`src/rtl/cnna_axi_pkg.sv`:
```
// Shared AXI read-path definitions: FSM states, AXI encodings and width helpers
// used by the burst calculator and the DDR-to-RAM read engine.
package cnna_axi_pkg;

    typedef enum logic [2:0] {
        ST_IDLE,
        ST_CALC,
        ST_ADDR,
        ST_DRAIN,
        ST_DONE
    } state_e;

    localparam logic [1:0] AXI_BURST_INCR = 2'b01;
    localparam logic [1:0] AXI_RESP_OKAY  = 2'b00;
    localparam int         C_4KB          = 4096;

    function automatic int clog2(input int value);
        int result;
        int v;
        result = 0;
        v = value - 1;
        while (v > 0) begin
            result = result + 1;
            v = v >> 1;
        end
        return result;
    endfunction

    function automatic int bytes_per_beat(input int data_width);
        return data_width / 8;
    endfunction

    function automatic logic [2:0] arsize_of(input int data_width);
        return 3'(clog2(bytes_per_beat(data_width)));
    endfunction

endpackage

```
`src/rtl/axi_burst_calc.sv`:
```
// Combinational burst sizing: beats = min(remaining, max burst, beats left before the
// next 4 KB boundary). Shared between the read engine and the future write engine.
module axi_burst_calc
    import cnna_axi_pkg::*;
#(
    parameter int C_DATA_WIDTH  = 128,
    parameter int C_MAX_BURST   = 16,
    parameter int C_LEN_WIDTH   = 16,
    parameter int C_AXLEN_WIDTH = 8
) (
    input  logic [11:0]              I_addr_lo,
    input  logic [C_LEN_WIDTH-1:0]   I_remaining,
    output logic [C_LEN_WIDTH-1:0]   O_beats,
    output logic [C_AXLEN_WIDTH-1:0] O_arlen
);

    localparam int BPB_LOG2 = clog2(bytes_per_beat(C_DATA_WIDTH));

    logic [12:0] to_4kb;
    logic [31:0] cap;
    logic [31:0] beats;

    always_comb begin
        // 13 bits so that an aligned address yields a full 4096-byte window
        to_4kb = (13'(C_4KB) - {1'b0, I_addr_lo}) >> BPB_LOG2;
        cap    = 32'(C_MAX_BURST);
        if ({19'd0, to_4kb} < cap) begin
            cap = {19'd0, to_4kb};
        end
        beats = (32'(I_remaining) < cap) ? 32'(I_remaining) : cap;
    end

    assign O_beats = C_LEN_WIDTH'(beats);
    assign O_arlen = C_AXLEN_WIDTH'(beats - 32'd1);

endmodule

```
`src/rtl/axi_rd2ram_mburst.sv`:
```
// Multi-burst AXI4 read engine: streams I_len beats from DDR into the ibuf RAM
// write port, splitting at C_MAX_BURST / 4 KB and keeping several bursts in flight.
module axi_rd2ram_mburst
    import cnna_axi_pkg::*;
#(
    parameter int C_M_AXI_ID_WIDTH   = 1,
    parameter int C_M_AXI_ADDR_WIDTH = 32,
    parameter int C_M_AXI_DATA_WIDTH = 128,
    parameter int C_M_AXI_LEN_WIDTH  = 8,
    parameter int C_RAM_ADDR_WIDTH   = 10,
    parameter int C_LEN_WIDTH        = 16,
    parameter int C_MAX_BURST        = 16,
    parameter int C_MAX_OUTSTANDING  = 4
) (
    input  logic                          I_clk,
    input  logic                          I_rst,
    input  logic                          I_ap_start,
    output logic                          O_ap_done,
    output logic                          O_ap_idle,
    output logic                          O_ap_ready,
    input  logic [C_M_AXI_ADDR_WIDTH-1:0] I_base_addr,
    input  logic [C_LEN_WIDTH-1:0]        I_len,
    input  logic [C_RAM_ADDR_WIDTH-1:0]   I_ram_base,
    output logic                          O_err,
    output logic [C_RAM_ADDR_WIDTH-1:0]   O_waddr,
    output logic [C_M_AXI_DATA_WIDTH-1:0] O_wdata,
    output logic                          O_wr,
    output logic [C_M_AXI_ID_WIDTH-1:0]   O_maxi_arid,
    output logic [C_M_AXI_ADDR_WIDTH-1:0] O_maxi_araddr,
    output logic [C_M_AXI_LEN_WIDTH-1:0]  O_maxi_arlen,
    output logic [2:0]                    O_maxi_arsize,
    output logic [1:0]                    O_maxi_arburst,
    output logic [3:0]                    O_maxi_arcache,
    output logic [2:0]                    O_maxi_arprot,
    output logic                          O_maxi_arvalid,
    input  logic                          I_maxi_arready,
    input  logic [C_M_AXI_DATA_WIDTH-1:0] I_maxi_rdata,
    input  logic [1:0]                    I_maxi_rresp,
    input  logic                          I_maxi_rlast,
    input  logic                          I_maxi_rvalid,
    output logic                          O_maxi_rready
);

    localparam int BPB_LOG2 = clog2(bytes_per_beat(C_M_AXI_DATA_WIDTH));
    localparam int OUT_W    = clog2(C_MAX_OUTSTANDING + 1);
    localparam logic [C_M_AXI_ADDR_WIDTH-1:0] ALIGN_MASK =
        {{(C_M_AXI_ADDR_WIDTH - BPB_LOG2){1'b1}}, {BPB_LOG2{1'b0}}};

    state_e                          state_q, state_d;
    logic                            start_prev_q;
    logic [C_M_AXI_ADDR_WIDTH-1:0]   addr_q, addr_d;
    logic [C_LEN_WIDTH-1:0]          remaining_q, remaining_d;
    logic [C_LEN_WIDTH-1:0]          beats_q, beats_d;
    logic [C_M_AXI_LEN_WIDTH-1:0]    arlen_q, arlen_d;
    logic [OUT_W-1:0]                outstanding_q;
    logic [C_RAM_ADDR_WIDTH-1:0]     ram_ptr_q;
    logic [C_RAM_ADDR_WIDTH-1:0]     waddr_q;
    logic [C_M_AXI_DATA_WIDTH-1:0]   wdata_q;
    logic                            wr_q;
    logic                            err_q;

    logic [C_LEN_WIDTH-1:0]          calc_beats;
    logic [C_M_AXI_LEN_WIDTH-1:0]    calc_arlen;
    logic                            accept;
    logic                            ar_hs;
    logic                            r_hs;
    logic                            r_last_hs;

    axi_burst_calc #(
        .C_DATA_WIDTH  (C_M_AXI_DATA_WIDTH),
        .C_MAX_BURST   (C_MAX_BURST),
        .C_LEN_WIDTH   (C_LEN_WIDTH),
        .C_AXLEN_WIDTH (C_M_AXI_LEN_WIDTH)
    ) u_burst_calc (
        .I_addr_lo   (addr_q[11:0]),
        .I_remaining (remaining_q),
        .O_beats     (calc_beats),
        .O_arlen     (calc_arlen)
    );

    assign accept    = (state_q == ST_IDLE) && I_ap_start && !start_prev_q;
    assign ar_hs     = O_maxi_arvalid && I_maxi_arready;
    assign r_hs      = I_maxi_rvalid && O_maxi_rready;
    assign r_last_hs = r_hs && I_maxi_rlast;

    always_comb begin
        state_d     = state_q;
        addr_d      = addr_q;
        remaining_d = remaining_q;
        beats_d     = beats_q;
        arlen_d     = arlen_q;
        case (state_q)
            ST_IDLE: begin
                if (accept) begin
                    state_d     = ST_CALC;
                    addr_d      = I_base_addr & ALIGN_MASK;
                    remaining_d = I_len;
                end
            end
            ST_CALC: begin
                if (remaining_q == '0) begin
                    state_d = ST_DRAIN;
                end else if (outstanding_q < OUT_W'(C_MAX_OUTSTANDING)) begin
                    state_d = ST_ADDR;
                    beats_d = calc_beats;
                    arlen_d = calc_arlen;
                end
            end
            ST_ADDR: begin
                if (I_maxi_arready) begin
                    addr_d      = addr_q + (C_M_AXI_ADDR_WIDTH'(beats_q) << BPB_LOG2);
                    remaining_d = remaining_q - beats_q;
                    state_d     = (remaining_q == beats_q) ? ST_DRAIN : ST_CALC;
                end
            end
            ST_DRAIN: begin
                // the last beat's RAM write is registered in the same cycle the count hits 0
                if (outstanding_q == '0) begin
                    state_d = ST_DONE;
                end
            end
            ST_DONE:  state_d = ST_IDLE;
            default:  state_d = ST_IDLE;
        endcase
    end

    always_ff @(posedge I_clk) begin
        if (I_rst) begin
            state_q       <= ST_IDLE;
            start_prev_q  <= 1'b0;
            addr_q        <= '0;
            remaining_q   <= '0;
            beats_q       <= '0;
            arlen_q       <= '0;
            outstanding_q <= '0;
            ram_ptr_q     <= '0;
            waddr_q       <= '0;
            wdata_q       <= '0;
            wr_q          <= 1'b0;
            err_q         <= 1'b0;
        end else begin
            state_q      <= state_d;
            start_prev_q <= I_ap_start;
            addr_q       <= addr_d;
            remaining_q  <= remaining_d;
            beats_q      <= beats_d;
            arlen_q      <= arlen_d;
            if (ar_hs && !r_last_hs) begin
                outstanding_q <= outstanding_q + OUT_W'(1);
            end else if (r_last_hs && !ar_hs) begin
                outstanding_q <= outstanding_q - OUT_W'(1);
            end
            wr_q <= r_hs;
            if (r_hs) begin
                wdata_q   <= I_maxi_rdata;
                waddr_q   <= ram_ptr_q;
                ram_ptr_q <= ram_ptr_q + C_RAM_ADDR_WIDTH'(1);
            end else if (accept) begin
                ram_ptr_q <= I_ram_base;
            end
            if (accept) begin
                err_q <= 1'b0;
            end else if (r_hs && (I_maxi_rresp != AXI_RESP_OKAY)) begin
                err_q <= 1'b1;
            end
        end
    end

    assign O_ap_done      = (state_q == ST_DONE);
    assign O_ap_ready     = (state_q == ST_DONE);
    assign O_ap_idle      = (state_q == ST_IDLE);
    assign O_err          = err_q;
    assign O_waddr        = waddr_q;
    assign O_wdata        = wdata_q;
    assign O_wr           = wr_q;
    assign O_maxi_arid    = '0;
    assign O_maxi_araddr  = addr_q;
    assign O_maxi_arlen   = arlen_q;
    assign O_maxi_arsize  = arsize_of(C_M_AXI_DATA_WIDTH);
    assign O_maxi_arburst = AXI_BURST_INCR;
    assign O_maxi_arcache = 4'b0011;
    assign O_maxi_arprot  = 3'b000;
    assign O_maxi_arvalid = (state_q == ST_ADDR);
    assign O_maxi_rready  = (state_q != ST_IDLE);

endmodule

```
`config.mk`:
```
export PLATFORM = sky130hd
export DESIGN_NAME = axi_rd2ram_mburst
export DESIGN_NICKNAME = d
export VERILOG_FILES = /design/src/rtl/cnna_axi_pkg.sv /design/src/rtl/axi_burst_calc.sv /design/src/rtl/axi_rd2ram_mburst.sv
export SDC_FILE = /design/constraint.sdc
export NUM_CORES = 1
export LEC_CHECK = 0
export BUFFER_PORTS_ARGS = -buffer_cell sky130_fd_sc_hd__buf_2
export CAP_MARGIN = 20
export CORE_ASPECT_RATIO = 0.6
export CORE_MARGIN = 1.5
export CORE_UTILIZATION = 40
export CTS_BUF_LIST = sky130_fd_sc_hd__clkbuf_16
export CTS_CLUSTER_DIAMETER = 150
export CTS_CLUSTER_SIZE = 30
export DETAILED_ROUTE_END_ITERATION = 8
export HOLD_SLACK_MARGIN = 0.05
export PLACE_DENSITY = 0.74
export SYNTH_ARGS = -nofsm -noshare
export SYNTH_HDL_FRONTEND = slang
export SYNTH_SLANG_ARGS = --single-unit
```
`constraint.sdc`:
```
create_clock -name I_clk -period 4.3 [get_ports I_clk]
set_clock_uncertainty 0.15 [all_clocks]
set_input_delay 0.215 -clock I_clk [delete_from_list [all_inputs] [get_ports I_clk]]
set_output_delay 0.215 -clock I_clk [all_outputs]
set_load 0.02 [all_outputs]
```
**Yosys cells after proc, flatten, opt, wreduce, memory -nomap -nowiden**

Index checks and enable logic that the tools add are counted.

- Flip-flop bits (word level): 229
- Input port bits: 194
- Word-level logic and storage cells: 74

- Add/sub/neg operators: 7
- $lt $le $gt $ge: 3
- Equal/unequal tests: 9
- Multiplexer cells: 19
- Bitwise logic cells: 1
- Reductions and logical operators: 23

Operators by type and width:

| kind | count |
|---|---|
| 32-bit two-way mux | 2 |
| 32-bit case mux with 2 select lines | 1 |
| 16-bit two-way mux | 3 |
| 32-bit by 20-bit adder with 32-bit output | 1 |
| 16-bit by 32-bit < comparator with 1-bit output | 1 |
| 16-bit case mux with 2 select lines | 1 |
| 3-bit two-way mux | 7 |
| 10-bit two-way mux | 2 |
| 16-bit equality test | 1 |
| 16-bit zero test | 1 |
| 16-bit subtractor | 1 |
| 13-bit by 12-bit subtractor with 13-bit output, first input constant | 1 |
| 3-bit case mux with 4 select lines | 1 |
| 10-bit by 1-bit adder with 10-bit output, second input constant | 1 |
| 9-bit by 5-bit < comparator with 1-bit output, second input constant | 1 |
| 9-bit two-way mux | 1 |
| 1-bit logical AND | 8 |
| 2-bit nonzero test | 4 |
| 8-bit by 1-bit subtractor with 8-bit output, second input constant | 1 |
| 3-bit by 2-bit equality test with 1-bit output, second input constant | 2 |
| 3-bit zero test | 2 |
| 3-bit AND reduction | 2 |
| 2-bit by 1-bit != test with 1-bit output, second input constant | 2 |
| 4-bit AND reduction | 1 |
| 12 further kinds | 14 |

**Logic depth before layout (Yosys ltp)**

Gate-level depths: netlist of the first run.

- Word-level depth: 6
- Mapped depth: 19
- Mapped depth without buffers: 18

**By module**

From an unflattened synthesis of the first run, not the netlist that was laid out.

- Cells, all modules: 1406
- Area total of the unflattened synthesis: 11100.6 um^2

Modules (own cells, without submodules):

| module | instances | cells an instance | area each (um^2) | seq. area each (um^2) |
|---|---|---|---|---|
| axi_rd2ram_mburst | 1 | 1313 | 10436.3 | 4504.3 |
| axi_burst_calc | 1 | 93 | 664.4 | 0.0 |

**Worst setup path after synthesis of the first run**

Ideal clock, no wire load.

- Path type: reg2reg
- Start point: register addr_q[4], in the netlist O_maxi_araddr[4]
- End point: register arlen_q[4], in the netlist O_maxi_arlen[4]
- Library setup time: 119 ps
- Data arrival time: 3802 ps
- Required time: 4031 ps
- Setup slack: 229 ps
- Cell stages (with the launch flop): 20
- Path buffers: 1
- Cell sequence: dfxtp_1 -> inv_1 -> ha_1 -> nor3b_1 -> mux2i_1 -> nand2_1 -> clkinv_1 -> ha_1 -> a21o_1 -> a211oi_1 -> o21a_1 -> nand2_1 -> a31oi_1 -> buf_2 -> mux2_2 -> ha_1 -> nand2_1 -> xnor2_1 -> mux2_2 -> o221a_2

- Longest elaborated chain between the ends: 6

RTL lines:

| element | RTL line | text |
|---|---|---|
| from (decl) | axi_rd2ram_mburst.sv:51 | `logic [C_M_AXI_ADDR_WIDTH-1:0] addr_q, addr_d;` |
| from (signal assigned) | axi_rd2ram_mburst.sv:144 | `addr_q <= addr_d;` |
| 13-bit by 12-bit subtractor with 13-bit output * | axi_burst_calc.sv:25 | `to_4kb = (13'(C_4KB) - {1'b0, I_addr_lo}) >> BPB_LOG2;` |
| 9-bit by 5-bit < comparator with 1-bit output | axi_burst_calc.sv:27 | `if ({19'd0, to_4kb} < cap) begin` |
| 9-bit two-way mux * | axi_burst_calc.sv:27 |  |
| 16-bit by 32-bit < comparator with 1-bit output | axi_burst_calc.sv:30 | `beats = (32'(I_remaining) < cap) ? 32'(I_remaining) : cap;` |
| 16-bit two-way mux * | axi_burst_calc.sv:30 |  |
| 8-bit by 1-bit subtractor with 8-bit output * | axi_burst_calc.sv:34 | `assign O_arlen = C_AXLEN_WIDTH'(beats - 32'd1);` |
| to (signal assigned) | axi_rd2ram_mburst.sv:147 | `arlen_q <= arlen_d;` |
| to (decl) | axi_rd2ram_mburst.sv:54 | `logic [C_M_AXI_LEN_WIDTH-1:0] arlen_q, arlen_d;` |

Mark *: on every way between the ends. The rest lies on a longest branch, timed or not.
A chain may end at the register's enable or synchronous reset.

**Worst setup path after layout of the first run**

- Start point: register addr_q[5], in the netlist O_maxi_araddr[5]
- End point: register arlen_q[4], in the netlist O_maxi_arlen[4]

Same word-level chain as after synthesis.

==> flow_metrics.py, run 1 <==
metrics = {
    "yosys": {
        "ys.warnings.count": 0,
        "synth.top_cell.area_share_pct": 41.8,
        "syn_avg_cell_area_um2": 7.79,
        "ys.flop_type": "dfxtp_1",
        "synthDistinctLibCells": 65,
        "synthesis.area_um2": 10800,
        "async_flop_share_pct": 0,
        "netlist_instances": 1383,
        "synth-seq-cells": 225,
        "synth-edff-count": 0,
        "synth_area_leaders": "dfxtp_1, nand2_1, a21oi_1, ha_1, clkbuf_1",
        "yosysTopAreaCell": "dfxtp_1",
        "seq_area_frac_synth_pct": 41.8,
    },
    "floorplan": {
        "die_area_um2": 28000,
        "start_util_pct": 40.8,
        "std_cell_rows": 46,
        "core_um2": 26400,
        "ios": 392,
        "die_h_um": 130,
        "die_w_um": 215,
    },
    "cts": {
        "clk_path_buf_depth": 3,
        "clk_latency_ns": 0.49,
        "clk_pin_slew_ns": 0.13,
        "htreeDepth": 1,
        "cts_buffers": 11,
        "tritoncts": "yes",
        "cts_num_sinks": 225,
        "clock-root-buffer": "clkbuf_16",
    },
    "detailed_routing": {
        "viasPerCell": 5.37,
        "postRouteAntennaNets": 0,
        "vias": 12143,
        "wl_per_cell_um": 17.4,
        "post-route-drc-count": 0,
        "dr.pass1.iters": 6,
        "routed_wl_um": 39400,
        "drt_iter0_markers": 1057,
    },
    "global_routing": {
        "grt_pass1_wl_um": 59100,
        "grt_util_all_layers_pct": 26.1,
        "antenna_found_initial": 0,
        "grt_pass1_vias": 11176,
        "grt_overflow_total": 0,
        "grt_max_degree": 94,
    },
    "critical_path": {
        "max_stage_delay_ns": 0.44,
        "worstReg2RegStart": "O_maxi_araddr[5]$_SDFFE_PP0P_",
        "crit_family": "multiplexers",
        "cp_cell_sequence": "inv_1 -> ha_1 -> nor3b_2 -> mux2i_1 -> nand2_1 -> inv_2 -> buf_4 -> nand2_1 -> ha_1 -> o21a_1 -> nor2_1 -> a31oi_1 -> a31oi_2 -> mux2_2 -> ha_1 -> nand2_1 -> xnor2_1 -> mux2_2 -> o221a_2",
        "critPathKind": "flop to flop",
        "rr_endpoint": "O_maxi_arlen[4]$_SDFFE_PP0P_",
        "crit_path_end_kind": "flop",
        "reg2reg_depth": 19,
        "critical_path.startpoint": "O_maxi_araddr[5]$_SDFFE_PP0P_",
        "worst-r2r-setup-slack_ns": 0.21,
        "start_kind": "flop",
        "cp.depth": 19,
        "endpoint": "O_maxi_arlen[4]$_SDFFE_PP0P_",
        "required_ns": 4.53,
        "crit_path_max_fanout": 5,
        "critPathBufInv": 3,
        "slowest_stage": "dfxtp_1",
        "cp.arrival_ns": 4.32,
    },
    "final_layout": {
        "drive_gt1_share_pct": 22.3,
        "syn2layout_area_growth_pct": 41.1,
        "layout.nets": 2142,
        "layout_commonest_cell": "buf_2",
        "final_cell_mix": "buf_2, nand2_1, dfxtp_1",
        "stdcell_count": 2260,
        "n_antenna_cell": 0,
    },
    "sta": {
        "finalHoldViolCount": 0,
        "max_freq_mhz": 245,
        "worst_pin_slew_ns": 1.17,
        "final_max_slew_viol_count": 0,
        "finalCriticalPeriod_ns": 4.09,
        "relSlewSlack_pct": 22.0,
        "rsz0062_at_grt": "false",
        "setup_violations": 0,
        "finalCritPeriodShare_pct": 95.0,
        "setup_tns_ns": 0,
    },
    "placed_design": {
        "post-dp-hpwl_um": 25200,
        "dp_cells": 2042,
        "io_buffer_count": 370,
        "gp_congestion": 0.927,
    },
    "flow_run": {
        "cap_violations": 0,
    },
    "power_and_ir_drop": {
        "powerDensity_nw_per_um2": 393,
        "ir_worst_vdd_mv": 0.239,
        "total_power_w": 0.00597,
        "p_leak_nw": 6.78,
    },
    "run_status": {
        "outcome": "finished clean",
    },
    "min_path": {
        "min_path_cells": 4,
        "hold_class": "input port to flop",
    },
}
[cells in the mapped netlist (all sizes together), types with 4 or more instances]
cell type  count
o22ai          4
clkbuf        74
buf           31
o31ai          7
nand3         33
a21oi        195
nor4           4
and4           4
o21a          10
o211ai         5
ha            44
nor2b          7
mux2           5
mux2i          4
xor2           8
nor3          38
nand2b         4
nand4         11
a31oi         23
a311o          4
or2            5
and3          19
a221oi         5
o21ai         42
or3           12
o211a          4
inv           33
nor2          62
dfxtp        225
a21o          15
a311oi         8
and2           4
o311ai         4
a211oi        19
o221ai         4
xnor2         17
or4            8
nand2        345
[worst register-to-register path, delay by kind of cell (launching register included)]
family / cells / cell delay [ns]
AO/OA/AOI/OAI: 4 / 0.76
buffers and inverters: 3 / 0.38
AND/OR/NAND/NOR: 5 / 0.61
adder cells (fa/ha/maj): 3 / 0.72
flip-flops: 1 / 0.44
XOR/XNOR: 1 / 0.06
multiplexers: 3 / 0.85
[report_power, final]
group	switching (W)	internal [W]	total, W
logic	0.00136	0.000891	0.00225
registers	0.000219	0.00231	0.00253
clock network	0.000713	0.000478	0.00119
total	0.00229	0.00368	0.00597
[repair_timing]
action	4_1_cts	5_1_grt
hold endpoints to repair	184	0
setup buffers	0	0
hold buffers	206	0
gates resized for setup	0	3
setup endpoints to repair	0	3
[cells by family after synthesis]
group           Yosys count  share of synthesized area, %
other cells               2                        0.0697
fa+ha+maj                47                          5.67
compound gates          374                          21.2
buf+inv                 139                          5.54
xor+xnor                 25                          2.03
mux                       9                         0.894
flops                   225                          41.8
simple gates            562                          22.8
[layout make-up]
class | count | area (um^2)
clock buffer | 11 | 275
clock inverter | 1 | 16.3
fill | 2283 | 11200
inverter | 34 | 128
multi-input combinational | 1038 | 5770
sequential | 225 | 4500
tap | 360 | 450
timing repair buffer | 591 | 4060
[sequential cells by signal, summed over array words and instances (netlist names), 3 cells and up]
register,count
remaining_q,16
O_wdata,128
outstanding_q,3
O_waddr,10
ram_ptr_q,10
state_q,3
beats_q,16
O_maxi_arlen,8
O_maxi_araddr,28
[through the flow]
stage / cell area (um^2) / worst slack, ns / hold WS (ns) / utilization, %
global placement: 12800 / 0.312 / 0.288 / 48.6
detailed placement: 12800 / 0.142 / 0.293 / 48.6
finish: 15200 / 0.213 / 0.0920 / 57.5
floorplan: 10800 / 0.229 / 0.193 / -
CTS: 15200 / 0.123 / 0.0611 / 57.5
global route: 15200 / 0.0399 / 0.129 / 57.5
[layer usage]
layer | global-route usage, % | share of wire (%) | vias up | wire (um)
met1 | 35.1 | 44 | 5686 | 17200
met4 | 7.71 | 2.6 | 0 | 1040
met5 | 0 | 0 | - | 0
met2 | 42.0 | 44 | 583 | 17500
met3 | 6.04 | 9.2 | 74 | 3640
li1 | - | - | 5800 | -
[worst min-delay path by stage]
stage | startpoint | slack [ns] | end
2_1_floorplan | I_ap_start | 0.19 | start_prev_q$_SDFF_PP0_
3_3_place_gp | O_wdata[83]$_SDFFE_PP0P_ | 0.29 | O_wdata[83]$_SDFFE_PP0P_
3_5_place_dp | O_wdata[53]$_SDFFE_PP0P_ | 0.29 | O_wdata[53]$_SDFFE_PP0P_
4_1_cts | I_base_addr[26] | 0.06 | O_maxi_araddr[26]$_SDFFE_PP0P_
5_1_grt | I_base_addr[26] | 0.13 | O_maxi_araddr[26]$_SDFFE_PP0P_
6_report | I_base_addr[26] | 0.09 | O_maxi_araddr[26]$_SDFFE_PP0P_
Note: power is estimated with default switching activity, not from simulation.
==> run 2, diff against run 1 <==
ABC_AREA = 1   (was unset)
REMOVE_ABC_BUFFERS = 1   (was unset)
==> flow_metrics.py, run 2 <==
metrics = {
    "placed_design": {
        "placed_cell_area_um2": 13000,
        "post-dp-hpwl_um": 27200,
        "io_buffer_count": 370,
        "gp_congestion": 0.950,
        "dp_cells": 2182,
    },
    "yosys": {
        "synth-seq-cells": 225,
        "syn_avg_cell_area_um2": 7.21,
        "synth_area_leaders": "dfxtp_1, nor2_1, o21ai_0, nand2_1, a21oi_1",
        "ys.warnings.count": 0,
        "synth_top_family_by_area": "simple AND/OR/NAND/NOR gates",
        "async_flop_share_pct": 0,
        "ys.flop_type": "dfxtp_1",
        "synth.most_common_cell": "nor2_1",
        "synthDistinctLibCells": 51,
        "synth-edff-count": 0,
        "seq_area_frac_synth_pct": 41.2,
        "netlist_instances": 1516,
        "synth_common_cells": "nor2_1, dfxtp_1, o21ai_0, nand2_1, inv_1",
        "synth_fa_ha_area_share_pct": 5.59,
        "synth.top_cell.area_share_pct": 41.2,
        "yosysTopAreaCell": "dfxtp_1",
        "synthSimpleGateAreaFrac_pct": 23.5,
        "synthesis.area_um2": 10900,
        "muxShareOfSynthArea_pct": 0,
        "synth_compound_area_share_pct": 19.0,
        "synthXorXnorAreaFrac_pct": 2.16,
    },
    "final_layout": {
        "fillers": 2362,
        "layout_commonest_cell": "buf_2",
        "multi_input_area_um2": 5580,
        "stdcell_count": 2379,
        "drive_gt1_share_pct": 21.0,
        "largest_reg_flops": 128,
        "syn2layout_area_growth_pct": 38.2,
        "seqCellArea_um2": 4500,
        "final_cell_mix": "buf_2, nor2_1, dfxtp_1",
        "final_area_um2": 15100,
        "n_antenna_cell": 0,
        "layout.nets": 2261,
    },
    "detailed_routing": {
        "viasPerCell": 5.18,
        "wl_per_cell_um": 16.7,
        "routed_wl_um": 39800,
        "post-route-drc-count": 0,
        "dr.pass1.iters": 6,
        "postRouteAntennaNets": 0,
        "drt_iter0_markers": 1081,
        "wl_met2_um": 17700,
        "wirelength_met1_um": 17300,
        "highest_layer": "met4",
        "vias": 12315,
        "wl_met3_um": 3520,
    },
    "sta": {
        "final_max_slew_viol_count": 0,
        "max_freq_mhz": 292,
        "finalCriticalPeriod_ns": 3.42,
        "finalCritPeriodShare_pct": 79.5,
        "relSlewSlack_pct": 28.4,
        "setup_tns_ns": 0,
        "setup_violations": 0,
        "worst_pin_slew_ns": 1.07,
        "finalHoldViolCount": 0,
        "rsz0062_at_grt": "false",
    },
    "global_routing": {
        "grt_pass1_vias": 11139,
        "grt_overflow_total": 0,
        "grt_pass1_wl_um": 58900,
        "antenna_found_initial": 0,
        "grt_util_all_layers_pct": 25.9,
        "grt_max_degree": 126,
    },
    "floorplan": {
        "std_cell_rows": 46,
        "die_w_um": 216,
        "die_h_um": 131,
        "start_util_pct": 41.0,
        "ios": 392,
        "core_um2": 26600,
        "die_area_um2": 28400,
    },
    "power_and_ir_drop": {
        "powerDensity_nw_per_um2": 676,
        "p_leak_nw": 7.18,
        "ir_worst_vdd_mv": 0.309,
    },
    "cts": {
        "clock-root-buffer": "clkbuf_16",
        "tritoncts": "yes",
        "clk_latency_ns": 0.48,
        "clk_pin_slew_ns": 0.13,
        "clk_path_buf_depth": 3,
        "htreeDepth": 1,
        "cts_num_sinks": 225,
        "cts_buffers": 11,
    },
    "critical_path": {
        "crit_path_max_fanout": 7,
        "crit_path_end_kind": "flop",
        "required_ns": 4.55,
        "start_kind": "flop",
        "critPathKind": "flop to flop",
        "cp.arrival_ns": 3.67,
    },
    "run_status": {
        "outcome": "finished clean",
    },
    "flow_run": {
        "cap_violations": 0,
    },
    "min_path": {
        "hold_class": "input port to flop",
    },
}
-- run 2: cell types whose count changed after synthesis, moves of 12 or more --
| cell | previous run | this run |
|---|---|---|
| nand3_1 | 33 | 47 |
| and3_1 | 19 | 1 |
| a21oi_1 | 195 | 114 |
| inv_1 | 33 | 124 |
| or3_1 | 12 | 0 |
| nand2_1 | 345 | 170 |
| nor3_1 | 37 | 18 |
| a21o_1 | 15 | 3 |
| o211ai_1 | 5 | 19 |
| a31oi_1 | 23 | 8 |
| nor2_1 | 62 | 335 |
| o21ai_0 | 42 | 192 |
-- run 2: logic make-up (layout without fill, tap and decap cells) --
group / Yosys count / after routing
DFF: 225 / 225
xor gates and xnor gates: 27 / 27
AOI/OAI and AO/OA: 379 / 379
buffers and inverters: 223 / 707
other: 2 / 21
adders and majority gates: 47 / 47
and+or+nand+nor: 613 / 613
-- run 2: worst paths after layout --
kind	slack [ns]	startpoint	cells past startpoint	endpoint
worst min-delay path	0.11	I_len[13]	5	remaining_q[13]$_SDFFE_PP0P_
worst min register to register	0.32	O_err$_SDFFE_PP0P_	2	O_err$_SDFFE_PP0P_
worst max register to register	0.88	O_maxi_araddr[4]$_SDFFE_PP0P_	26	O_maxi_arlen[6]$_SDFFE_PP0P_
worst max-delay path	0.88	O_maxi_araddr[4]$_SDFFE_PP0P_	26	O_maxi_arlen[6]$_SDFFE_PP0P_
-- run 2: cell type report --
type	count	area share [%]
multi-input cells	1087	36.9
flip-flops and latches	225	29.8
repair buffers	565	25.1
inverters	130	3.26
well taps	360	2.98
clock buffers	11	1.82
clock inverters	1	0.108
-- run 2: repair_timing --
action,4_1_cts,5_1_grt
gates resized for setup,0,0
hold endpoints to repair,186,0
setup endpoints to repair,0,0
buffers inserted,0,0
hold buffers,185,0
-- run 2: stage by stage --
stage	utilization [%]	worst slack [ns]	power (W)	hold slack (ns)
global placement	48.6	1.03	0.00862	0.302
floorplan	-	-2.80	0.00706	0.134
finish	56.7	0.881	0.0102	0.106
CTS	56.7	0.935	0.0101	0.0562
global route	56.7	0.458	0.0109	0.0990
detailed placement	48.6	0.963	0.00876	0.300
-- run 2: metal layers --
metal,vias up,track usage [%]
li1,5944,-
met1,5665,36.2
met2,610,40.3
met4,0,8.82
met5,-,0
met3,96,4.77
-- run 2: where the power goes --
| group | total (W) | internal, W | leakage, nW | switching [W] |
|---|---|---|---|---|
| sequential | 0.00332 | 0.00277 | 1.85 | 0.000551 |
| clock | 0.00116 | 0.000477 | 0.143 | 0.000688 |
| combinational | 0.00572 | 0.00191 | 5.19 | 0.00381 |
| total | 0.0102 | 0.00516 | 7.18 | 0.00505 |
-- run 2: critical path, cell delays in order, from the launching register on --
cell and delay, ns:
dfxtp_1 0.44, inv_1 0.14, ha_1 0.25, nand2_1 0.07
nor2_1 0.05, nor2_2 0.10, nand2_1 0.12, a21oi_1 0.13
inv_1 0.07, ha_1 0.29, a21oi_1 0.15, nand2_1 0.07
nand2_1 0.07, nand2_2 0.07, nand2_4 0.10, nand2_4 0.08
nand2_1 0.10, o21ai_2 0.08, inv_2 0.09, ha_1 0.21
nand2_1 0.07, nor2_1 0.15, nand2_1 0.07, nand2_1 0.05
nand3_1 0.06, nand2_1 0.06, inv_1 0.03
==> run 3, diff against run 2 <==
PLACE_DENSITY = 0.76   (was 0.74)
clock period = 3.05 ns   (was 4.3 ns; I/O delays follow)
==> flow_metrics.py, run 3 (same netlist as run 2, synthesis figures left out) <==
metrics = {
    "critical_path": {
        "max_stage_delay_ns": 0.34,
        "slowest_stage": "dfxtp_2",
        "cpMostUsedCell": "nand2_2",
        "cp.arrival_ns": 3.22,
        "crit_path_max_fanout": 4,
        "critPathKind": "flop to flop",
        "required_ns": 3.29,
        "start_kind": "flop",
        "crit_path_end_kind": "flop",
        "reg2reg_depth": 28,
    },
    "global_routing": {
        "grt_overflow_total": 0,
        "antenna_found_initial": 1,
        "grt_max_degree": 150,
        "grt_pass1_vias": 11391,
        "grt_util_all_layers_pct": 26.3,
        "grt_pass1_wl_um": 59900,
    },
    "power_and_ir_drop": {
        "powerDensity_nw_per_um2": 972,
        "p_leak_nw": 7.44,
        "ir_worst_vdd_mv": 0.620,
    },
    "cts": {
        "clk_pin_slew_ns": 0.12,
        "clock-root-buffer": "clkbuf_16",
        "clk_latency_ns": 0.48,
        "tritoncts": "yes",
        "cts_buffers": 11,
        "cts_num_sinks": 225,
        "clk_path_buf_depth": 3,
        "htreeDepth": 1,
    },
    "floorplan": {
        "die_w_um": 216,
        "ios": 392,
        "die_area_um2": 28400,
        "std_cell_rows": 46,
        "die_h_um": 131,
        "core_um2": 26600,
        "start_util_pct": 41.0,
    },
    "sta": {
        "final_max_slew_viol_count": 0,
        "setup_ws_ns": 0.0750,
        "finalCritPeriodShare_pct": 97.5,
        "max_freq_mhz": 336,
        "finalCriticalPeriod_ns": 2.98,
        "relSlewSlack_pct": 51.4,
        "setup_tns_ns": 0,
        "holdWs_ns": 0.0996,
        "worst_pin_slew_ns": 0.728,
        "setup_violations": 0,
        "rsz0062_at_grt": "true",
        "finalHoldViolCount": 0,
    },
    "flow_run": {
        "cap_violations": 0,
    },
    "run_status": {
        "outcome": "finished clean",
    },
    "final_layout": {
        "final_cell_mix": "buf_2, nor2_1, dfxtp_1",
        "largest_reg_flops": 128,
        "drive_gt1_share_pct": 24.2,
        "layout.nets": 2300,
        "layout_commonest_cell": "buf_2",
        "syn2layout_area_growth_pct": 43.6,
        "final_util_pct": 58.9,
    },
    "detailed_routing": {
        "postRouteAntennaNets": 0,
        "routed_wl_um": 41100,
        "vias": 12725,
        "dr.pass1.iters": 5,
        "post-route-drc-count": 0,
        "drt_iter0_markers": 1312,
        "wl_per_cell_um": 17.0,
        "viasPerCell": 5.26,
    },
    "placed_design": {
        "post-dp-hpwl_um": 27300,
        "io_buffer_count": 370,
        "place_ws_ns": -0.0789,
        "gp_congestion": 0.970,
    },
    "min_path": {
        "min_path_cells": 5,
        "hold_class": "input port to flop",
    },
}
==> run 3: changes by cell type in the layout (fill, tap and decap cells not counted), sizes merged <==
cell / before / now
dlygate4sd3: 185 / 194
diode: 0 / 2
buf: 380 / 410
==> run 3: final timing paths <==
kind	slack, ns	from	to
setup / recovery	0.07	O_maxi_araddr[4]$_SDFFE_PP0P_	O_maxi_arlen[6]$_SDFFE_PP0P_
hold / removal	0.1	I_maxi_rvalid	O_waddr[9]$_SDFFE_PP0P_
setup reg to reg	0.07	O_maxi_araddr[4]$_SDFFE_PP0P_	O_maxi_arlen[6]$_SDFFE_PP0P_
hold reg to reg	0.33	O_err$_SDFFE_PP0P_	O_err$_SDFFE_PP0P_
==> run 3: per-stage QoR <==
step	instance area, um^2	total power, W	std cells
6_report	15700	0.0153	2420
5_1_grt	15700	0.0163	2419
4_1_cts	15400	0.0145	2409
3_5_place_dp	13200	0.0126	2203
3_3_place_gp	13200	0.0124	2203
2_1_floorplan	10600	0.00995	1442
==> run 3: worst max-delay path, delay by kind of cell (launching register included) <==
kind / cells / cell delay, ns
AND/OR/NAND/NOR: 19 / 1.38
AO/OA/AOI/OAI: 1 / 0.14
flip-flops: 1 / 0.34
adder cells (fa/ha/maj): 3 / 0.57
buffers and inverters: 5 / 0.27
==> run 3: where the power goes <==
part           internal (W)  switching (W)
logic               0.00322        0.00569
registers           0.00391       0.000784
clock network      0.000673       0.000980
total               0.00780        0.00746
==> run 3: layer usage <==
metal / wire length [um] / vias up / track usage, %
li1: - / 6036 / -
met1: 17500 / 5902 / 37.3
met2: 18700 / 687 / 41.0
met3: 3800 / 100 / 4.51
met4: 1160 / 0 / 8.21
met5: 0 / - / 0
==> run 3: layout make-up <==
class | instances | area, um^2
repair buffers | 604 | 4160
well taps | 360 | 450
inverters | 130 | 500
diodes | 2 | 5.00
clock buffers | 11 | 275
flip-flops and latches | 225 | 4510
multi-input cells | 1087 | 5780
fillers | 2312 | 11000
clock inverters | 1 | 16.3
==> run 3: repair_timing <==
item,CTS,global route
endpoints found under the hold margin,190,0
pin swaps,0,27
resized for setup,6,59
hold buffers,194,0
setup endpoints to repair,1,15
buffers inserted,0,10
